File: config.mk
export PLATFORM = sky130hd
export DESIGN_NAME = div_seq
export DESIGN_NICKNAME = d
export VERILOG_FILES = /design/src/rtl/div_seq.sv
export SDC_FILE = /design/constraint.sdc
export NUM_CORES = 1
export LEC_CHECK = 0
export ABC_CLOCK_PERIOD_IN_PS = 3600
export BUFFER_PORTS_ARGS = -buffer_cell sky130_fd_sc_hd__buf_2
export CORE_ASPECT_RATIO = 1.4
export CORE_MARGIN = 3
export CORE_UTILIZATION = 60
export CTS_BUF_LIST = sky130_fd_sc_hd__clkbuf_8
export DETAILED_ROUTE_END_ITERATION = 12
export PLACE_DENSITY = 0.83
export SLEW_MARGIN = 20
export SYNTH_ARGS = -nofsm -noshare
export SYNTH_HDL_FRONTEND = slang
export SYNTH_SLANG_ARGS = --single-unit
File: constraint.sdc
create_clock -name clk_i -period 3.6 [get_ports clk_i]
set_clock_uncertainty 0.2 [all_clocks]
set_input_delay 0.18 -clock clk_i [delete_from_list [all_inputs] [get_ports clk_i]]
set_output_delay 0.18 -clock clk_i [all_outputs]
set_load 0.005 [all_outputs]
File: src/rtl/div_seq.sv
// rtl/div_seq.sv - sequential 32-bit radix-2 restoring divider (DIV/DIVU/REM/REMU)

package div_seq_pkg;

    typedef enum logic [6:0] {
        ALU_ADD  = 7'h00,
        ALU_SUB  = 7'h01,
        ALU_DIV  = 7'h20,
        ALU_DIVU = 7'h21,
        ALU_REM  = 7'h22,
        ALU_REMU = 7'h23
    } alu_opcode_e;

endpackage

module div_seq
    import div_seq_pkg::*;
#(
    parameter int DATA_W = 32
) (
    input  logic              clk_i,
    input  logic              rst_i,
    input  logic              in_valid_i,
    output logic              in_ready_o,
    input  logic [6:0]        op_i,
    input  logic [DATA_W-1:0] a_i,
    input  logic [DATA_W-1:0] b_i,
    input  logic              flush_i,
    output logic              out_valid_o,
    input  logic              out_ready_i,
    output logic [DATA_W-1:0] result_o,
    output logic              illegal_o,
    output logic              busy_o
);

    typedef enum logic [1:0] {
        IDLE = 2'd0,
        CALC = 2'd1,
        FIX  = 2'd2,
        DONE = 2'd3
    } state_e;

    localparam logic [DATA_W-1:0] ONE     = {{(DATA_W-1){1'b0}}, 1'b1};
    localparam logic [DATA_W-1:0] INT_MIN = {1'b1, {(DATA_W-1){1'b0}}};
    localparam logic [4:0]        LAST_IT = 5'd31;

    state_e            state_q;
    logic [4:0]        cnt_q;
    logic [DATA_W-1:0] dvd_q;
    logic [DATA_W-1:0] dvs_q;
    logic [DATA_W-1:0] rem_q;
    logic [DATA_W-1:0] quo_q;
    logic              q_neg_q;
    logic              r_neg_q;
    logic              rem_sel_q;
    logic              out_valid_q;
    logic [DATA_W-1:0] result_q;
    logic              illegal_q;

    // Request decode: legality, sign handling, magnitudes and the early-exit results
    logic              op_legal_d;
    logic              op_signed_d;
    logic              op_rem_d;
    logic              a_neg_d;
    logic              b_neg_d;
    logic [DATA_W-1:0] a_mag_d;
    logic [DATA_W-1:0] b_mag_d;
    logic              div_zero_d;
    logic              overflow_d;
    logic [DATA_W-1:0] special_res_d;

    always_comb begin
        op_legal_d    = (op_i == ALU_DIV)  || (op_i == ALU_DIVU) ||
                        (op_i == ALU_REM)  || (op_i == ALU_REMU);
        op_signed_d   = (op_i == ALU_DIV)  || (op_i == ALU_REM);
        op_rem_d      = (op_i == ALU_REM)  || (op_i == ALU_REMU);
        a_neg_d       = op_signed_d && a_i[DATA_W-1];
        b_neg_d       = op_signed_d && b_i[DATA_W-1];
        a_mag_d       = a_neg_d ? ((~a_i) + ONE) : a_i;
        b_mag_d       = b_neg_d ? ((~b_i) + ONE) : b_i;
        div_zero_d    = (b_i == '0);
        overflow_d    = op_signed_d && (a_i == INT_MIN) && (b_i == '1);
        special_res_d = '0;
        if (div_zero_d) begin
            special_res_d = op_rem_d ? a_i : '1;
        end else if (overflow_d) begin
            special_res_d = op_rem_d ? '0 : INT_MIN;
        end
    end

    // One restoring step: the borrow out of the 33-bit subtract decides the quotient bit.
    // The shifted remainder is always below twice the divisor, so bit 32 of the
    // difference is set exactly when the subtraction underflowed.
    logic [DATA_W:0]   rem_sh_d;
    logic [DATA_W:0]   diff_d;
    logic              rem_ge_d;
    logic [DATA_W-1:0] rem_nxt_d;

    always_comb begin
        rem_sh_d  = {rem_q, dvd_q[DATA_W-1]};
        diff_d    = rem_sh_d - {1'b0, dvs_q};
        rem_ge_d  = ~diff_d[DATA_W];
        rem_nxt_d = rem_ge_d ? diff_d[DATA_W-1:0] : rem_sh_d[DATA_W-1:0];
    end

    // Sign correction and quotient/remainder selection applied in FIX
    logic [DATA_W-1:0] fix_res_d;

    always_comb begin
        fix_res_d = '0;
        if (rem_sel_q) begin
            fix_res_d = r_neg_q ? ((~rem_q) + ONE) : rem_q;
        end else begin
            fix_res_d = q_neg_q ? ((~quo_q) + ONE) : quo_q;
        end
    end

    // Control FSM with datapath registers and registered result outputs
    always_ff @(posedge clk_i) begin
        if (rst_i) begin
            state_q     <= IDLE;
            cnt_q       <= '0;
            dvd_q       <= '0;
            dvs_q       <= '0;
            rem_q       <= '0;
            quo_q       <= '0;
            q_neg_q     <= 1'b0;
            r_neg_q     <= 1'b0;
            rem_sel_q   <= 1'b0;
            out_valid_q <= 1'b0;
            result_q    <= '0;
            illegal_q   <= 1'b0;
        end else if (flush_i) begin
            state_q     <= IDLE;
            out_valid_q <= 1'b0;
            result_q    <= '0;
            illegal_q   <= 1'b0;
        end else begin
            case (state_q)
                IDLE: begin
                    if (in_valid_i) begin
                        if (!op_legal_d) begin
                            state_q     <= DONE;
                            out_valid_q <= 1'b1;
                            result_q    <= '0;
                            illegal_q   <= 1'b1;
                        end else if (div_zero_d || overflow_d) begin
                            state_q     <= DONE;
                            out_valid_q <= 1'b1;
                            result_q    <= special_res_d;
                            illegal_q   <= 1'b0;
                        end else begin
                            state_q   <= CALC;
                            cnt_q     <= '0;
                            rem_q     <= '0;
                            quo_q     <= '0;
                            dvd_q     <= a_mag_d;
                            dvs_q     <= b_mag_d;
                            q_neg_q   <= a_neg_d ^ b_neg_d;
                            r_neg_q   <= a_neg_d;
                            rem_sel_q <= op_rem_d;
                        end
                    end
                end
                CALC: begin
                    rem_q <= rem_nxt_d;
                    quo_q <= {quo_q[DATA_W-2:0], rem_ge_d};
                    dvd_q <= {dvd_q[DATA_W-2:0], 1'b0};
                    cnt_q <= cnt_q + 5'd1;
                    if (cnt_q == LAST_IT) begin
                        state_q <= FIX;
                    end
                end
                FIX: begin
                    state_q     <= DONE;
                    out_valid_q <= 1'b1;
                    result_q    <= fix_res_d;
                    illegal_q   <= 1'b0;
                end
                DONE: begin
                    if (out_ready_i) begin
                        state_q     <= IDLE;
                        out_valid_q <= 1'b0;
                        result_q    <= '0;
                        illegal_q   <= 1'b0;
                    end
                end
                default: begin
                    state_q <= IDLE;
                end
            endcase
        end
    end

    assign in_ready_o  = (state_q == IDLE) && !flush_i;
    assign busy_o      = (state_q != IDLE);
    assign out_valid_o = out_valid_q;
    assign result_o    = result_q;
    assign illegal_o   = illegal_q;

endmodule
==> qor.yml, run 1 <==
run_status: "completed"
syn_area_sq_mm: 0.0118
clock_latency_ns: 0.47
via_count: 12300
synth.area.top_cells: "dfxtp_1 29%, nand2_1 7.9%, o21ai_0 6.1%, xnor2_1 6.1%, a21oi_1 5.3%"
drtAntennaViolNets: 0
ff2ff_path_depth: 9
final_nets: 1860
p_comb_frac: 0.174
internal_power_mw: 2.98
setup_viol: 0
grt_pass1_vias: 11300
endpoint: "rem_q[6]"
synth_edf_count: 0
maxSlewHeadroom: 0.376
max_freq_ghz: 0.286
fin_ws_ns: 0.103
root_buffer: "clkbuf_8"
drc: 0
synth_warnings: 0
hpwl_um: 24100
syn2layout_area_growth_pct: 18.7
fin_cells: 2000
cts_buffers: 17
antenna_cells: 0
critical_path_arrival_ns: 3.68
finalWirelength_um: 34500
ys_ff_latch: 172
antenna_found_initial: 0
die_h_um: 172
port_buffers: 111
slew_viol_final: 0
cts_max_level: 4
power_frac_seq: 0.465
rows: 60
synth_top_area_cell: "dfxtp_1"
dp_cells: 1894
final_common_cell: "nand2_1"
place_congestion: 0.934
crit_fanout: 43
rsz0062_at_grt: "yes"
layout.cells.most_common_list: "248 x nand2_1, 171 x dfxtp_1, 141 x o21ai_0"
power.switching_mw: 1.22
cts_tree: "done"
die_width_um: 124
path_class: "primary input to flip-flop"
grt_max_degree: 99
drt-initial-drc-count: 1066
synth.distinct_cells: 64
r2r-end: "result_o[25]"
die-area_sq_mm: 0.0213
cp.required_ns: 3.78
via_per_inst: 6.13
initial_utilization: 0.612
io_pins: 112
syn_nets: 1714
drt_pass1_iterations: 5
overflow: 0
clkSlewWorstSetupHoldPaths_ns: 0.10
swShare: 0.291
place_ws_ns: 0.116
layout_min_cycle_time_ns: 3.50
synthFlopType: "dfxtp_1"
register_area_sq_mm: 0.00344
p_leak_nw: 5.49
avgSynthCellArea_sq_um: 7.39
regToRegSetupSlack_ns: 0.14
yosysTopAreaCellShare: 0.293
synth_cells: 1593
async_flop_share: 0
cts_buffer_depth: 2
hold_viol_final: 0
p_clk_frac: 0.361
fill_cells: 1494
r2r_start: "quo_q[6]"
holdPathStages: 5
multiInputGateArea_sq_mm: 0.00773
critPathLaunch: "b_i[6]"
power_density_mw_per_mm2: 301
crit_path_end_kind: "flip-flop"
grt_pass1_wl_um: 53900
grt_use_total: 0.302
hold_class: "primary input to flip-flop"
cts.sinks: 172
worst_pin_slew_ns: 0.936
ir_drop_uv: 224
wl_per_cell_um: 17.3
drv_cap: 0
core_area_sq_mm: 0.0192
ys_seq_area_frac: 0.293
fin_crit_sh: 0.971
cp-start-kind: "primary input"
final_layout_size_suffix_gt1_frac: 0.136
[critical path: stages]
cell	delay [ns]
dlygate4sd3_1	0.56
buf_2	0.17
or4_4	0.57
or4_4	0.48
or4_4	0.51
o22ai_4	0.26
o21ai_4	0.11
buf_4	0.28
nor2_2	0.17
buf_8	0.22
nand2_1	0.07
o21ai_0	0.09
[cell usage after synthesis (26+ instances only)]
cell type	count
xnor2_1	82
nor2_1	116
o31ai_1	33
xor2_1	64
dfxtp_1	172
a211oi_1	41
ha_1	44
o211ai_1	29
o21ai_0	144
mux2i_1	26
a21oi_1	124
inv_1	63
nand3_1	48
nand2_1	248
clkbuf_1	81
[stage by stage]
stage | power, mW | hold WS [ns] | setup TNS (ns) | instance area [sq um] | utilization
6_report | 4.20 | 0.0113 | 0 | 14000 | 0.727
3_5_place_dp | 2.57 | 0.247 | 0 | 12700 | 0.660
4_1_cts | 4.10 | 0.00352 | 0 | 13800 | 0.716
2_1_floorplan | 2.36 | 0.120 | 0 | 11800 | -
3_3_place_gp | 2.56 | 0.238 | 0 | 12700 | 0.660
5_1_grt | 4.35 | 0.0107 | -0.0202 | 14000 | 0.727
[what timing repair did]
item / 4_1_cts / 5_1_grt
resized for setup: 0 / 14
hold buffers: 65 / 0
hold endpoints to repair: 84 / 0
buffers inserted: 0 / 4
setup endpoints to repair: 0 / 78
[power by group through the flow]
stage / logic, mW / clock network, mW / registers (mW)
after global routing: 0.782 / 1.61 / 1.96
after detailed placement: 0.572 / 0 / 2.00
after floorplan: 0.360 / 0 / 1.99
final: 0.729 / 1.52 / 1.96
after global placement: 0.560 / 0 / 2.00
after CTS: 0.628 / 1.52 / 1.95
[area by class of cell]
type | instances | share of cell area
clock buffers | 18 | 0.0177
multi-input cells | 1249 | 0.554
inverters | 63 | 0.0169
clock inverters | 14 | 0.0131
well taps | 248 | 0.0222
repair buffers | 236 | 0.130
flip-flops and latches | 172 | 0.247
[worst min-delay path by stage]
stage          startpoint        end  slack [ns]
6_report           a_i[1]   dvd_q[1]        0.01
3_5_place_dp    dvd_q[19]  dvd_q[19]        0.25
3_3_place_gp     dvd_q[5]   dvd_q[5]        0.24
5_1_grt             rst_i   cnt_q[2]        0.01
2_1_floorplan      b_i[0]   dvs_q[0]        0.12
4_1_cts            a_i[1]   dvd_q[1]       0.004
[cells by family after synthesis]
group,count (synthesis),share of synthesized area
simple gates,552,0.215
compound gates,480,0.256
buf+inv,172,0.0574
flops,172,0.293
xor+xnor,146,0.109
fa+ha+maj,45,0.0485
mux,26,0.0221
[routing by layer]
layer | wire length [um] | up-vias | global-route usage
li1 | - | 5971 | -
met1 | 13700 | 5701 | 0.349
met2 | 17500 | 482 | 0.559
met3 | 2060 | 98 | 0.0472
met4 | 1270 | 0 | 0.121
met5 | 0 | - | 0
[sequential cells by signal, indices dropped and copies added, names as in the netlist]
register / cells
dvd_q: 32
dvs_q: 32
quo_q: 32
rem_q: 32
result_o: 32
cnt_q: 5
state_q: 2
illegal_o: 1
out_valid_o: 1
q_neg_q: 1
r_neg_q: 1
rem_sel_q: 1
(Power assumes the default switching activity.)
==> run 2, diff against run 1 <==
RECOVER_POWER = 100   (was not set)
==> run 2 against run 1 <==
  * Combinational power decreased by 0.7%
  * Worst hold slack worse by 0.0013 ns
  * Count of clock-buffer cells in the layout stayed put
  * Setup slack got worse by 0.0051 ns
  * Register-to-register slack about the same
  * Design area decreased by 0.27%
  * Sequential power about the same
  * Utilization shrank 0.20 points
  * First-iteration DRC count increased by 3.5%
  * Power decreased by 0.16%
  * Final cell count unchanged
==> qor.yml, run 2 (synthesis results as in run 1) <==
grt_max_degree: 99
antenna_cells: 0
port_buffers: 111
rows: 60
drt-initial-drc-count: 1103
p_comb_frac: 0.173
via_per_inst: 6.14
final_nets: 1860
clkSlewWorstSetupHoldPaths_ns: 0.10
ir_drop_uv: 225
swShare: 0.291
cp-start-kind: "primary input"
crit_path_end_kind: "flip-flop"
cts.sinks: 172
hold_viol_final: 0
io_pins: 112
die-area_sq_mm: 0.0213
root_buffer: "clkbuf_8"
final_common_cell: "nand2_1"
drtAntennaViolNets: 0
place_congestion: 0.934
hpwl_um: 24100
drc: 0
setup_viol: 0
hold_class: "primary input to flip-flop"
p_clk_frac: 0.361
internal_power_mw: 2.97
crit_fanout: 43
worst_pin_slew_ns: 0.930
rsz0062_at_grt: "yes"
cts_buffers: 17
initial_utilization: 0.612
grt_pass1_vias: 11300
cts_max_level: 4
p_leak_nw: 5.37
critical_path_arrival_ns: 3.69
fill_cells: 1511
dp_cells: 1894
via_count: 12300
die_h_um: 172
path_class: "primary input to flip-flop"
grt_pass1_wl_um: 53900
multiInputGateArea_sq_mm: 0.00773
slew_viol_final: 0
final_layout_size_suffix_gt1_frac: 0.120
whs_ns: 0.00995
clock_latency_ns: 0.47
register_area_sq_mm: 0.00344
wl_per_cell_um: 17.3
overflow: 0
grt_use_total: 0.302
cts_tree: "done"
antenna_found_initial: 0
die_width_um: 124
power_frac_seq: 0.466
drv_cap: 0
finalWirelength_um: 34600
power_density_mw_per_mm2: 301
run_status: "completed"
max_freq_ghz: 0.286
cts_buffer_depth: 2
power.total_mw: 4.19
fin_crit_sh: 0.973
maxSlewHeadroom: 0.380
layout.cells.most_common_list: "248 x nand2_1, 171 x dfxtp_1, 141 x o21ai_0"
drt_pass1_iterations: 5
cp.required_ns: 3.78
core_area_sq_mm: 0.0192
fin_cells: 2000
syn2layout_area_growth_pct: 18.4
power.switching_mw: 1.22
layout_min_cycle_time_ns: 3.50
==> run 2: changes by cell type in the layout (fill, tap and decap cells not counted) <==
cell	delta
clkbuf_1	+28
buf_4	-1
buf_2	-27
==> run 2: final timing paths <==
kind	to	cells after the start	startpoint	slack [ns]
worst max-delay path	rem_q[6]	12	b_i[6]	0.1
worst min register to register	dvd_q[30]	2	dvd_q[30]	0.26
worst min-delay path	dvd_q[1]	5	a_i[1]	0.01
worst max register to register	result_o[25]	9	quo_q[6]	0.13
==> run 2: what timing repair did <==
action,4_1_cts,5_1_grt
endpoints found under the setup margin,0,78
resized for setup,0,14
buffers inserted,0,4
hold endpoints to repair,84,0
hold buffers,65,0
==> run 2: metal layers <==
layer	up-vias	track usage	part of all wire
met5	-	0	0
met3	106	0.0472	0.060
met1	5699	0.349	0.40
met2	505	0.559	0.50
met4	0	0.121	0.037
li1	5970	-	-
==> run 2: power groups by stage <==
stage                     Sequential, mW  Clock (mW)  Combinational (mW)
after CTS                           1.95        1.52               0.628
after global routing                1.96        1.61               0.776
after detailed placement            2.00           0               0.572
after floorplan                     1.99           0               0.360
final                               1.96        1.51               0.724
after global placement              2.00           0               0.560
==> run 2: area by class of cell <==
| type | instances | area share |
|---|---|---|
| well taps | 248 | 0.0223 |
| flip-flops and latches | 172 | 0.247 |
| inverters | 63 | 0.0170 |
| repair buffers | 236 | 0.128 |
| clock inverters | 14 | 0.0131 |
| multi-input cells | 1249 | 0.555 |
| clock buffers | 18 | 0.0178 |
==> run 2: stage by stage <==
stage / area [sq um] / util / TNS (ns) / setup WS [ns]
2_1_floorplan: 11800 / - / 0 / 0.255
3_3_place_gp: 12700 / 0.660 / 0 / 0.185
3_5_place_dp: 12700 / 0.660 / 0 / 0.116
4_1_cts: 13800 / 0.716 / 0 / 0.0522
5_1_grt: 13900 / 0.725 / -0.0203 / -0.00782
6_report: 13900 / 0.725 / 0 / 0.0982
==> run 2: worst max-delay path: stages <==
cell	delay [ns]
dlygate4sd3_1	0.56
buf_2	0.17
or4_4	0.57
or4_4	0.48
or4_4	0.51
o22ai_4	0.26
o21ai_4	0.11
buf_4	0.28
nor2_2	0.17
buf_8	0.22
nand2_1	0.07
o21ai_0	0.09
